--- src/rtl/npu_seq_ctrl_pkg.sv ---
// Shared definitions for the NPU sequencer: state encodings, result byte
// count and the clamp bounds used when NPU_OUT_SAT_EN is defined.
package npu_seq_ctrl_pkg;

  typedef enum logic [2:0] {
    ST_IDLE    = 3'd0,
    ST_LOAD    = 3'd1,
    ST_COMPUTE = 3'd2,
    ST_RELU    = 3'd3,
    ST_WRITE   = 3'd4,
    ST_FINISH  = 3'd5
  } state_t;

  // Number of bytes in one channel result.
  function automatic int bytes_per_res(input int acc_w);
    return acc_w / 8;
  endfunction

  // Clamp bounds for a signed result squeezed into an unsigned byte.
  localparam logic [7:0] SAT_LO = 8'h00;
  localparam logic [7:0] SAT_HI = 8'hFF;

endpackage

--- src/rtl/npu_seq_ctrl_if.sv ---
// Host/datapath signal bundle of the NPU sequencer. The master modport is
// the controller's view; the slave modport is the surrounding NPU/host.
interface npu_seq_ctrl_if #(
  parameter int NUM_CH    = 2,
  parameter int ACC_W     = 16,
  parameter int ACC_LEN_W = 8,
  parameter int VEC_W     = 8
);
  logic                    START;
  logic                    ABORT;
  logic [ACC_LEN_W-1:0]    ACC_LEN;
  logic [VEC_W-1:0]        NUM_VEC;
  logic                    CFG_BYPASS_RELU;
  logic [NUM_CH*ACC_W-1:0] RELU_Y;
  logic                    FIFO_FULL;
  logic                    EN_BUF_IN;
  logic                    EN_MAC;
  logic                    RST_MAC;
  logic                    EN_RELU;
  logic                    BYPASS_RELU;
  logic                    FIFO_WR_EN;
  logic [7:0]              FIFO_WDATA;
  logic                    BUSY;
  logic                    DONE;

  modport master (
    input  START, ABORT, ACC_LEN, NUM_VEC, CFG_BYPASS_RELU, RELU_Y, FIFO_FULL,
    output EN_BUF_IN, EN_MAC, RST_MAC, EN_RELU, BYPASS_RELU,
           FIFO_WR_EN, FIFO_WDATA, BUSY, DONE
  );

  modport slave (
    output START, ABORT, ACC_LEN, NUM_VEC, CFG_BYPASS_RELU, RELU_Y, FIFO_FULL,
    input  EN_BUF_IN, EN_MAC, RST_MAC, EN_RELU, BYPASS_RELU,
           FIFO_WR_EN, FIFO_WDATA, BUSY, DONE
  );
endinterface

--- src/rtl/npu_byte_serializer.sv ---
// Captures the ReLU outputs and streams them into the output FIFO one byte
// per write, channel 0 first, MSB byte first, stalling while the FIFO is full.
// Build option NPU_OUT_SAT_EN: clamp each signed result to one unsigned byte.
module npu_byte_serializer
  import npu_seq_ctrl_pkg::*;
#(
  parameter int NUM_CH = 2,
  parameter int ACC_W  = 16
) (
  input  logic                    CLKEXT,
  input  logic                    RST_GLO,
  input  logic                    i_start,
  input  logic                    i_in_write,
  input  logic                    i_abort,
  input  logic                    i_fifo_full,
  input  logic [NUM_CH*ACC_W-1:0] i_relu_y,
  output logic                    o_wr_en,
  output logic [7:0]              o_wdata,
  output logic                    o_last
);
  localparam int BPR = bytes_per_res(ACC_W);
`ifdef NPU_OUT_SAT_EN
  localparam int BYTES_OUT = 1;
`else
  localparam int BYTES_OUT = BPR;
`endif
  localparam int CH_W = (NUM_CH > 1) ? $clog2(NUM_CH) : 1;
  localparam int BI_W = (BYTES_OUT > 1) ? $clog2(BYTES_OUT) : 1;
  localparam logic [CH_W-1:0] LAST_CH   = CH_W'(NUM_CH - 1);
  localparam logic [BI_W-1:0] LAST_BYTE = BI_W'(BYTES_OUT - 1);

  logic [NUM_CH*ACC_W-1:0] r_res;
  logic [CH_W-1:0]         r_ch_idx;
  logic [BI_W-1:0]         r_byte_idx;
  logic [7:0]              w_byte [NUM_CH][BYTES_OUT];

  // Per-channel byte table: either the raw result bytes or one clamped byte.
  generate
    for (genvar gi = 0; gi < NUM_CH; gi++) begin : g_ch
      logic [ACC_W-1:0] w_word;
      assign w_word = r_res[gi*ACC_W +: ACC_W];
`ifdef NPU_OUT_SAT_EN
      logic w_big;
      if (ACC_W > 8) begin : g_wide
        assign w_big = |w_word[ACC_W-1:8];
      end else begin : g_narrow
        assign w_big = 1'b0;
      end
      // Sign bit wins first, so w_big only matters for non-negative values.
      assign w_byte[gi][0] = w_word[ACC_W-1] ? SAT_LO :
                             (w_big ? SAT_HI : w_word[7:0]);
`else
      for (genvar gj = 0; gj < BPR; gj++) begin : g_byte
        assign w_byte[gi][gj] = w_word[(BPR-1-gj)*8 +: 8];
      end
`endif
    end
  endgenerate

  assign o_wr_en = i_in_write & ~i_fifo_full & ~i_abort;
  assign o_wdata = i_in_write ? w_byte[r_ch_idx][r_byte_idx] : 8'h00;
  assign o_last  = o_wr_en & (r_ch_idx == LAST_CH) & (r_byte_idx == LAST_BYTE);

  // Capture on ReLU exit; step byte then channel only when a write happens.
  always_ff @(posedge CLKEXT or posedge RST_GLO) begin
    if (RST_GLO) begin
      r_res      <= '0;
      r_ch_idx   <= '0;
      r_byte_idx <= '0;
    end else if (i_start) begin
      r_res      <= i_relu_y;
      r_ch_idx   <= '0;
      r_byte_idx <= '0;
    end else if (o_wr_en) begin
      if (r_byte_idx == LAST_BYTE) begin
        r_byte_idx <= '0;
        r_ch_idx   <= (r_ch_idx == LAST_CH) ? '0 : r_ch_idx + 1'b1;
      end else begin
        r_byte_idx <= r_byte_idx + 1'b1;
      end
    end
  end

endmodule

--- src/rtl/npu_seq_ctrl.sv ---
// NPU datapath sequencer: per vector load, accumulate, ReLU and serialise the
// results into the output FIFO; repeats NUM_VEC times per START, abortable.
// Build option NPU_OUT_SAT_EN: one clamped byte per channel instead of all.
module npu_seq_ctrl
  import npu_seq_ctrl_pkg::*;
#(
  parameter int NUM_CH    = 2,
  parameter int ACC_W     = 16,
  parameter int ACC_LEN_W = 8,
  parameter int VEC_W     = 8
) (
  input  logic          CLKEXT,
  input  logic          RST_GLO,
  npu_seq_ctrl_if.master bus
);
  state_t               r_state, w_state_next;
  logic [ACC_LEN_W-1:0] r_acc_len;
  logic [ACC_LEN_W-1:0] r_cyc_cnt, w_cyc_cnt_next;
  logic [VEC_W-1:0]     r_num_vec;
  logic [VEC_W-1:0]     r_vec_cnt, w_vec_cnt_next;
  logic                 r_bypass;
  logic                 w_in_write;
  logic                 w_ser_start;
  logic                 w_wr_en;
  logic                 w_last_wr;
  logic [7:0]           w_wdata;

  assign w_in_write  = (r_state == ST_WRITE);
  assign w_ser_start = (r_state == ST_RELU);

  // Latch the run configuration when a START is accepted; zero means one.
  always_ff @(posedge CLKEXT or posedge RST_GLO) begin
    if (RST_GLO) begin
      r_acc_len <= '0;
      r_num_vec <= '0;
      r_bypass  <= 1'b0;
    end else if (r_state == ST_IDLE && bus.START) begin
      r_acc_len <= (bus.ACC_LEN == '0) ? ACC_LEN_W'(1) : bus.ACC_LEN;
      r_num_vec <= (bus.NUM_VEC == '0) ? VEC_W'(1) : bus.NUM_VEC;
      r_bypass  <= bus.CFG_BYPASS_RELU;
    end
  end

  // State and counter registers.
  always_ff @(posedge CLKEXT or posedge RST_GLO) begin
    if (RST_GLO) begin
      r_state   <= ST_IDLE;
      r_cyc_cnt <= '0;
      r_vec_cnt <= '0;
    end else begin
      r_state   <= w_state_next;
      r_cyc_cnt <= w_cyc_cnt_next;
      r_vec_cnt <= w_vec_cnt_next;
    end
  end

  // Next-state logic; ABORT overrides every transition out of a busy state.
  always_comb begin
    w_state_next   = r_state;
    w_cyc_cnt_next = r_cyc_cnt;
    w_vec_cnt_next = r_vec_cnt;
    case (r_state)
      ST_IDLE: begin
        if (bus.START) begin
          w_state_next   = ST_LOAD;
          w_vec_cnt_next = '0;
          w_cyc_cnt_next = '0;
        end
      end
      ST_LOAD: begin
        w_state_next   = ST_COMPUTE;
        w_cyc_cnt_next = '0;
      end
      ST_COMPUTE: begin
        if (r_cyc_cnt == r_acc_len - 1'b1) begin
          w_state_next = ST_RELU;
        end else begin
          w_cyc_cnt_next = r_cyc_cnt + 1'b1;
        end
      end
      ST_RELU: begin
        w_state_next = ST_WRITE;
      end
      ST_WRITE: begin
        if (w_last_wr) begin
          if (r_vec_cnt == r_num_vec - 1'b1) begin
            w_state_next = ST_FINISH;
          end else begin
            w_vec_cnt_next = r_vec_cnt + 1'b1;
            w_state_next   = ST_LOAD;
          end
        end
      end
      ST_FINISH: begin
        w_state_next = ST_IDLE;
      end
      default: begin
        w_state_next = ST_IDLE;
      end
    endcase
    if (bus.ABORT && r_state != ST_IDLE) begin
      w_state_next = ST_IDLE;
    end
  end

  npu_byte_serializer #(
    .NUM_CH (NUM_CH),
    .ACC_W  (ACC_W)
  ) u_ser (
    .CLKEXT      (CLKEXT),
    .RST_GLO     (RST_GLO),
    .i_start     (w_ser_start),
    .i_in_write  (w_in_write),
    .i_abort     (bus.ABORT),
    .i_fifo_full (bus.FIFO_FULL),
    .i_relu_y    (bus.RELU_Y),
    .o_wr_en     (w_wr_en),
    .o_wdata     (w_wdata),
    .o_last      (w_last_wr)
  );

  // Datapath strobes decode the registered state; abort suppresses the
  // write strobe and the completion pulse in the same cycle.
  assign bus.EN_BUF_IN   = (r_state == ST_LOAD);
  assign bus.RST_MAC     = (r_state == ST_LOAD);
  assign bus.EN_MAC      = (r_state == ST_COMPUTE);
  assign bus.EN_RELU     = (r_state == ST_RELU);
  assign bus.BUSY        = (r_state != ST_IDLE);
  assign bus.BYPASS_RELU = (r_state != ST_IDLE) & r_bypass;
  assign bus.DONE        = (r_state == ST_FINISH) & ~bus.ABORT;
  assign bus.FIFO_WR_EN  = w_wr_en;
  assign bus.FIFO_WDATA  = w_wdata;

endmodule

--- src/flat_wrapper.sv ---
// flat-port wrapper written by rule: the top's interface ports become plain ports
module npu_seq_ctrl_flat import npu_seq_ctrl_pkg::*;
#(
  parameter int NUM_CH    = 2,
  parameter int ACC_W     = 16,
  parameter int ACC_LEN_W = 8,
  parameter int VEC_W     = 8
)
  (CLKEXT, RST_GLO, bus_START, bus_ABORT, bus_ACC_LEN, bus_NUM_VEC, bus_CFG_BYPASS_RELU, bus_RELU_Y, bus_FIFO_FULL, bus_EN_BUF_IN, bus_EN_MAC, bus_RST_MAC, bus_EN_RELU, bus_BYPASS_RELU, bus_FIFO_WR_EN, bus_FIFO_WDATA, bus_BUSY, bus_DONE);
  npu_seq_ctrl_if #(.NUM_CH(NUM_CH), .ACC_W(ACC_W), .ACC_LEN_W(ACC_LEN_W), .VEC_W(VEC_W)) bus_i ();
  input  logic CLKEXT;
  input  logic RST_GLO;
  input wire logic [$bits(bus_i.START)-1:0] bus_START;
  input wire logic [$bits(bus_i.ABORT)-1:0] bus_ABORT;
  input wire logic [$bits(bus_i.ACC_LEN)-1:0] bus_ACC_LEN;
  input wire logic [$bits(bus_i.NUM_VEC)-1:0] bus_NUM_VEC;
  input wire logic [$bits(bus_i.CFG_BYPASS_RELU)-1:0] bus_CFG_BYPASS_RELU;
  input wire logic [$bits(bus_i.RELU_Y)-1:0] bus_RELU_Y;
  input wire logic [$bits(bus_i.FIFO_FULL)-1:0] bus_FIFO_FULL;
  output wire logic [$bits(bus_i.EN_BUF_IN)-1:0] bus_EN_BUF_IN;
  output wire logic [$bits(bus_i.EN_MAC)-1:0] bus_EN_MAC;
  output wire logic [$bits(bus_i.RST_MAC)-1:0] bus_RST_MAC;
  output wire logic [$bits(bus_i.EN_RELU)-1:0] bus_EN_RELU;
  output wire logic [$bits(bus_i.BYPASS_RELU)-1:0] bus_BYPASS_RELU;
  output wire logic [$bits(bus_i.FIFO_WR_EN)-1:0] bus_FIFO_WR_EN;
  output wire logic [$bits(bus_i.FIFO_WDATA)-1:0] bus_FIFO_WDATA;
  output wire logic [$bits(bus_i.BUSY)-1:0] bus_BUSY;
  output wire logic [$bits(bus_i.DONE)-1:0] bus_DONE;
  assign bus_i.START = bus_START;
  assign bus_i.ABORT = bus_ABORT;
  assign bus_i.ACC_LEN = bus_ACC_LEN;
  assign bus_i.NUM_VEC = bus_NUM_VEC;
  assign bus_i.CFG_BYPASS_RELU = bus_CFG_BYPASS_RELU;
  assign bus_i.RELU_Y = bus_RELU_Y;
  assign bus_i.FIFO_FULL = bus_FIFO_FULL;
  assign bus_EN_BUF_IN = bus_i.EN_BUF_IN;
  assign bus_EN_MAC = bus_i.EN_MAC;
  assign bus_RST_MAC = bus_i.RST_MAC;
  assign bus_EN_RELU = bus_i.EN_RELU;
  assign bus_BYPASS_RELU = bus_i.BYPASS_RELU;
  assign bus_FIFO_WR_EN = bus_i.FIFO_WR_EN;
  assign bus_FIFO_WDATA = bus_i.FIFO_WDATA;
  assign bus_BUSY = bus_i.BUSY;
  assign bus_DONE = bus_i.DONE;
  npu_seq_ctrl #(.NUM_CH(NUM_CH), .ACC_W(ACC_W), .ACC_LEN_W(ACC_LEN_W), .VEC_W(VEC_W)) u_core (.CLKEXT(CLKEXT), .RST_GLO(RST_GLO), .bus(bus_i));
endmodule
--- config.mk ---
export PLATFORM = sky130hd
export DESIGN_NAME = npu_seq_ctrl_flat
export DESIGN_NICKNAME = d
export VERILOG_FILES = /design/src/rtl/npu_seq_ctrl_pkg.sv /design/src/rtl/npu_seq_ctrl_if.sv /design/src/rtl/npu_byte_serializer.sv /design/src/rtl/npu_seq_ctrl.sv /design/src/flat_wrapper.sv
export SDC_FILE = /design/constraint.sdc
export NUM_CORES = 1
export LEC_CHECK = 0
export BUFFER_PORTS_ARGS = -buffer_cell sky130_fd_sc_hd__buf_2
export CORE_MARGIN = 1
export CORE_UTILIZATION = 45
export DETAILED_ROUTE_END_ITERATION = 7
export GPL_TIMING_DRIVEN = 0
export PLACE_DENSITY_LB_ADDON = 0.2
export SLEW_MARGIN = 10
export SYNTH_ARGS = -nofsm -noshare
export SYNTH_HDL_FRONTEND = slang
export SYNTH_SLANG_ARGS = --single-unit
--- constraint.sdc ---
create_clock -name CLKEXT -period 3.4 [get_ports CLKEXT]
set_input_delay 0 -clock CLKEXT [delete_from_list [all_inputs] [get_ports CLKEXT]]
set_output_delay 0 -clock CLKEXT [all_outputs]
set_load 0.1 [all_outputs]
==> flow_metrics.py <==
metrics = {
    "drt": {
        "first_pass_iters": 4,
        "detail_route.wl_per_cell_um": 15.0,
        "routed_wl_um": 9210,
        "vias": 3202,
        "drtAntennaViolNets": 0,
        "top_layer": "met4",
        "drcViolationCount": 0,
        "first_iter_violations": 130,
        "detail_route.vias_per_cell": 5.22,
        "wl_met3_um": 431,
        "drt-met1-wl_um": 4140,
        "route.met2.wl_um": 4510,
    },
    "clocking": {
        "numClockSinks": 70,
        "clock_path_buffers": 2,
        "cts_max_level": 3,
        "cts_buffers": 9,
        "clk_latency_ns": 0.35,
        "path_clk_slew_ns": 0.08,
        "cts_tree": "done",
        "postCtsSetupBuffers": 0,
        "cts_root_buffer": "clkbuf_8",
    },
    "place": {
        "io_buffers": 69,
        "placed_cells": 545,
        "pre_cts_ws_ns": 0.681,
        "gp_congestion": 0.786,
        "dpl.hpwl_um": 6180,
        "dpl-instance-area_mm2": 0.00436,
    },
    "power_and_ir_drop": {
        "comb_power_share_pct": 45.1,
        "p_per_area_mw_per_mm2": 744,
        "p_seq_share_pct": 36.9,
        "intPower_mw": 2.23,
        "ir_drop_mv": 0.395,
        "p_leak_nw": 2.25,
        "clockPowerShare_pct": 18.1,
        "sw_frac_of_total_pct": 41.0,
        "p_sw_mw": 1.55,
    },
    "sta": {
        "hold_viol_final": 0,
        "fmax_ghz": 0.365,
        "tightest_slew_ns": 1.03,
        "fin_skew_ns": 0.00847,
        "drv_slew": 0,
        "grt_setup_unrepaired": "no",
        "setup-violations-final": 0,
        "setup_ws_ns": 0.660,
        "fin_crit_sh_pct": 80.6,
        "setup_tns_ns": 0,
        "slew_headroom_pct": 31.0,
        "finalCriticalPeriod_ns": 2.74,
    },
    "yosys": {
        "syn_area_mm2": 0.00385,
        "seq_area_frac_synth_pct": 45.5,
        "ys_ff_latch": 70,
        "avgSynthCellArea_um2": 10.4,
        "synthFlopType": "dfrtp_1",
        "syn_inst": 370,
        "synth_edf_count": 0,
        "postSynth.asyncResetShare_pct": 100,
        "synth.net_count": 428,
        "yosysUniqueCellTypes": 54,
        "ys_warn_count": 0,
    },
    "critical_path": {
        "critPathMaxFanout": 10,
        "critPathLaunchType": "flip-flop",
        "r2r_start": "u_core.r_acc_len[0]",
        "r2r_end": "u_core.r_cyc_cnt[1]",
        "arrival_ns": 2.74,
        "worst_ep_required_time_ns": 3.40,
        "cp-end-kind": "output port",
        "reg2reg_depth": 10,
        "crit_start": "u_core.r_state[1]",
        "worstSetupPathType": "flip-flop to output port",
        "r2r_setup_slack_ns": 0.67,
        "worstSetupEndpoint": "bus_EN_RELU",
    },
    "die": {
        "start_util_pct": 46.7,
        "num_rows": 33,
        "core_mm2": 0.00826,
        "die_w_um": 94.5,
        "design.portCount": 70,
        "dieArea_mm2": 0.00894,
        "die_h_um": 94.5,
    },
    "global_route": {
        "antenna_found_initial": 0,
        "grt_pass1_wl_um": 15500,
        "grt_max_degree": 50,
        "overflow": 0,
        "first_global_vias": 3277,
        "grtUsageTotal_pct": 22.9,
    },
    "finish": {
        "final_cells": 613,
        "final_cell_mix": "71 x buf_2, 70 x dfrtp_1, 56 x nand2_1",
        "nets": 561,
        "final_common_cell": "buf_2",
        "stdcell_area_mm2": 0.00508,
        "diodes": 0,
        "area_growth_pct": 31.9,
        "drive_gt1_share_pct": 27.6,
    },
    "run_status": {
        "outcome": "finished clean",
    },
    "min_path": {
        "worstHoldPathType": "input pin to flip-flop",
        "min_from": "bus_START",
    },
    "flow_run": {
        "cap_violations": 0,
    },
}
==> kinds of logic (layout without fill, tap and decap cells) <==
kind of cell	count (synthesis)	after routing	share of synthesized area [%]
XOR/XNOR	23	23	5.23
AO/OA/AOI/OAI	51	51	9.22
flip-flops	70	70	45.5
AND/OR/NAND/NOR	141	141	19.6
adder cells (fa/ha/maj)	4	4	1.30
buffers and inverters	38	176	4.35
multiplexers	43	43	14.8
==> worst min path at each step <==
stage	endpoint	cells after the start
finish	u_core.r_state[0]	4
global route	u_core.r_state[0]	4
CTS	u_core.r_state[0]	4
detailed placement	u_core.u_ser.r_res[11]	2
global placement	u_core.r_bypass	3
floorplan	u_core.r_state[1]	1
==> final cells by class <==
type,instances,area (µm²)
Clock inverter,5,58.8
Multi-Input combinational cell,262,1930
Tap cell,105,131
Sequential cell,70,1750
Timing Repair Buffer,122,893
Buffer,24,115
Inverter,14,55.1
Clock buffer,11,141
Fill cell,697,3180
==> power groups by stage <==
stage | Combinational (mW) | Clock (mW) | Sequential [mW]
floorplan | 1.38 | 0 | 1.33
finish | 1.70 | 0.682 | 1.39
detailed placement | 1.66 | 0 | 1.41
global placement | 1.61 | 0 | 1.39
global route | 1.87 | 0.733 | 1.44
CTS | 1.71 | 0.702 | 1.39
==> metal layers <==
layer,global-route usage (%),vias up
met1,27.6,1515
met5,0,-
li1,-,1592
met3,5.88,12
met4,6.06,0
met2,40.6,83
==> state kept, by name (all words and copies together) (netlist names) <==
signal	count
u_core.r_acc_len	8
u_core.r_bypass	1
u_core.r_cyc_cnt	8
u_core.r_num_vec	8
u_core.r_state	3
u_core.r_vec_cnt	8
u_core.u_ser.r_byte_idx	1
u_core.u_ser.r_ch_idx	1
u_core.u_ser.r_res	32
==> worst max-delay path: stages (launching register included) <==
cell and delay, ns:
dfrtp_1 0.35, clkbuf_1 0.32, and3_1 0.21, clkbuf_1 0.41, clkbuf_1 0.55, buf_2 0.55
==> metrics by stage <==
step	hold WS (ns)	util [%]	power [mW]
3_3_place_gp	0.204	52.4	3.00
3_5_place_dp	-0.0189	52.8	3.07
6_report	0.132	61.5	3.78
2_1_floorplan	0.0714	-	2.70
4_1_cts	0.125	61.5	3.81
5_1_grt	0.161	61.5	4.04
==> repair_timing <==
action,4_1_cts,5_1_grt
resized for setup,0,0
hold buffers,52,0
endpoints found under the hold margin,122,0
==> Yosys cell counts (3+ instances only) <==
cell type  instances  area (µm²)
a21oi_1            7        35.0
and3_1             4        25.0
clkbuf_1          17        63.8
dfrtp_1           70        1750
ha_1               4        50.1
inv_1             14        52.6
mux2_2            32         360
mux2i_1            3        30.0
mux4_2             8         180
nand2_1           56         210
nand2b_1           5        31.3
nand3_1           14        70.1
nand4_1            4        25.0
nor2_1            10        37.5
nor2b_1           10        62.6
nor3_1             8        40.0
nor4_1             4        25.0
o21ai_0           17        85.1
o311ai_0           4        35.0
or3_1              4        25.0
or4_1              9        67.6
xnor2_1           16         140
xor2_1             7        61.3
Power figures use the tool's default switching activity.
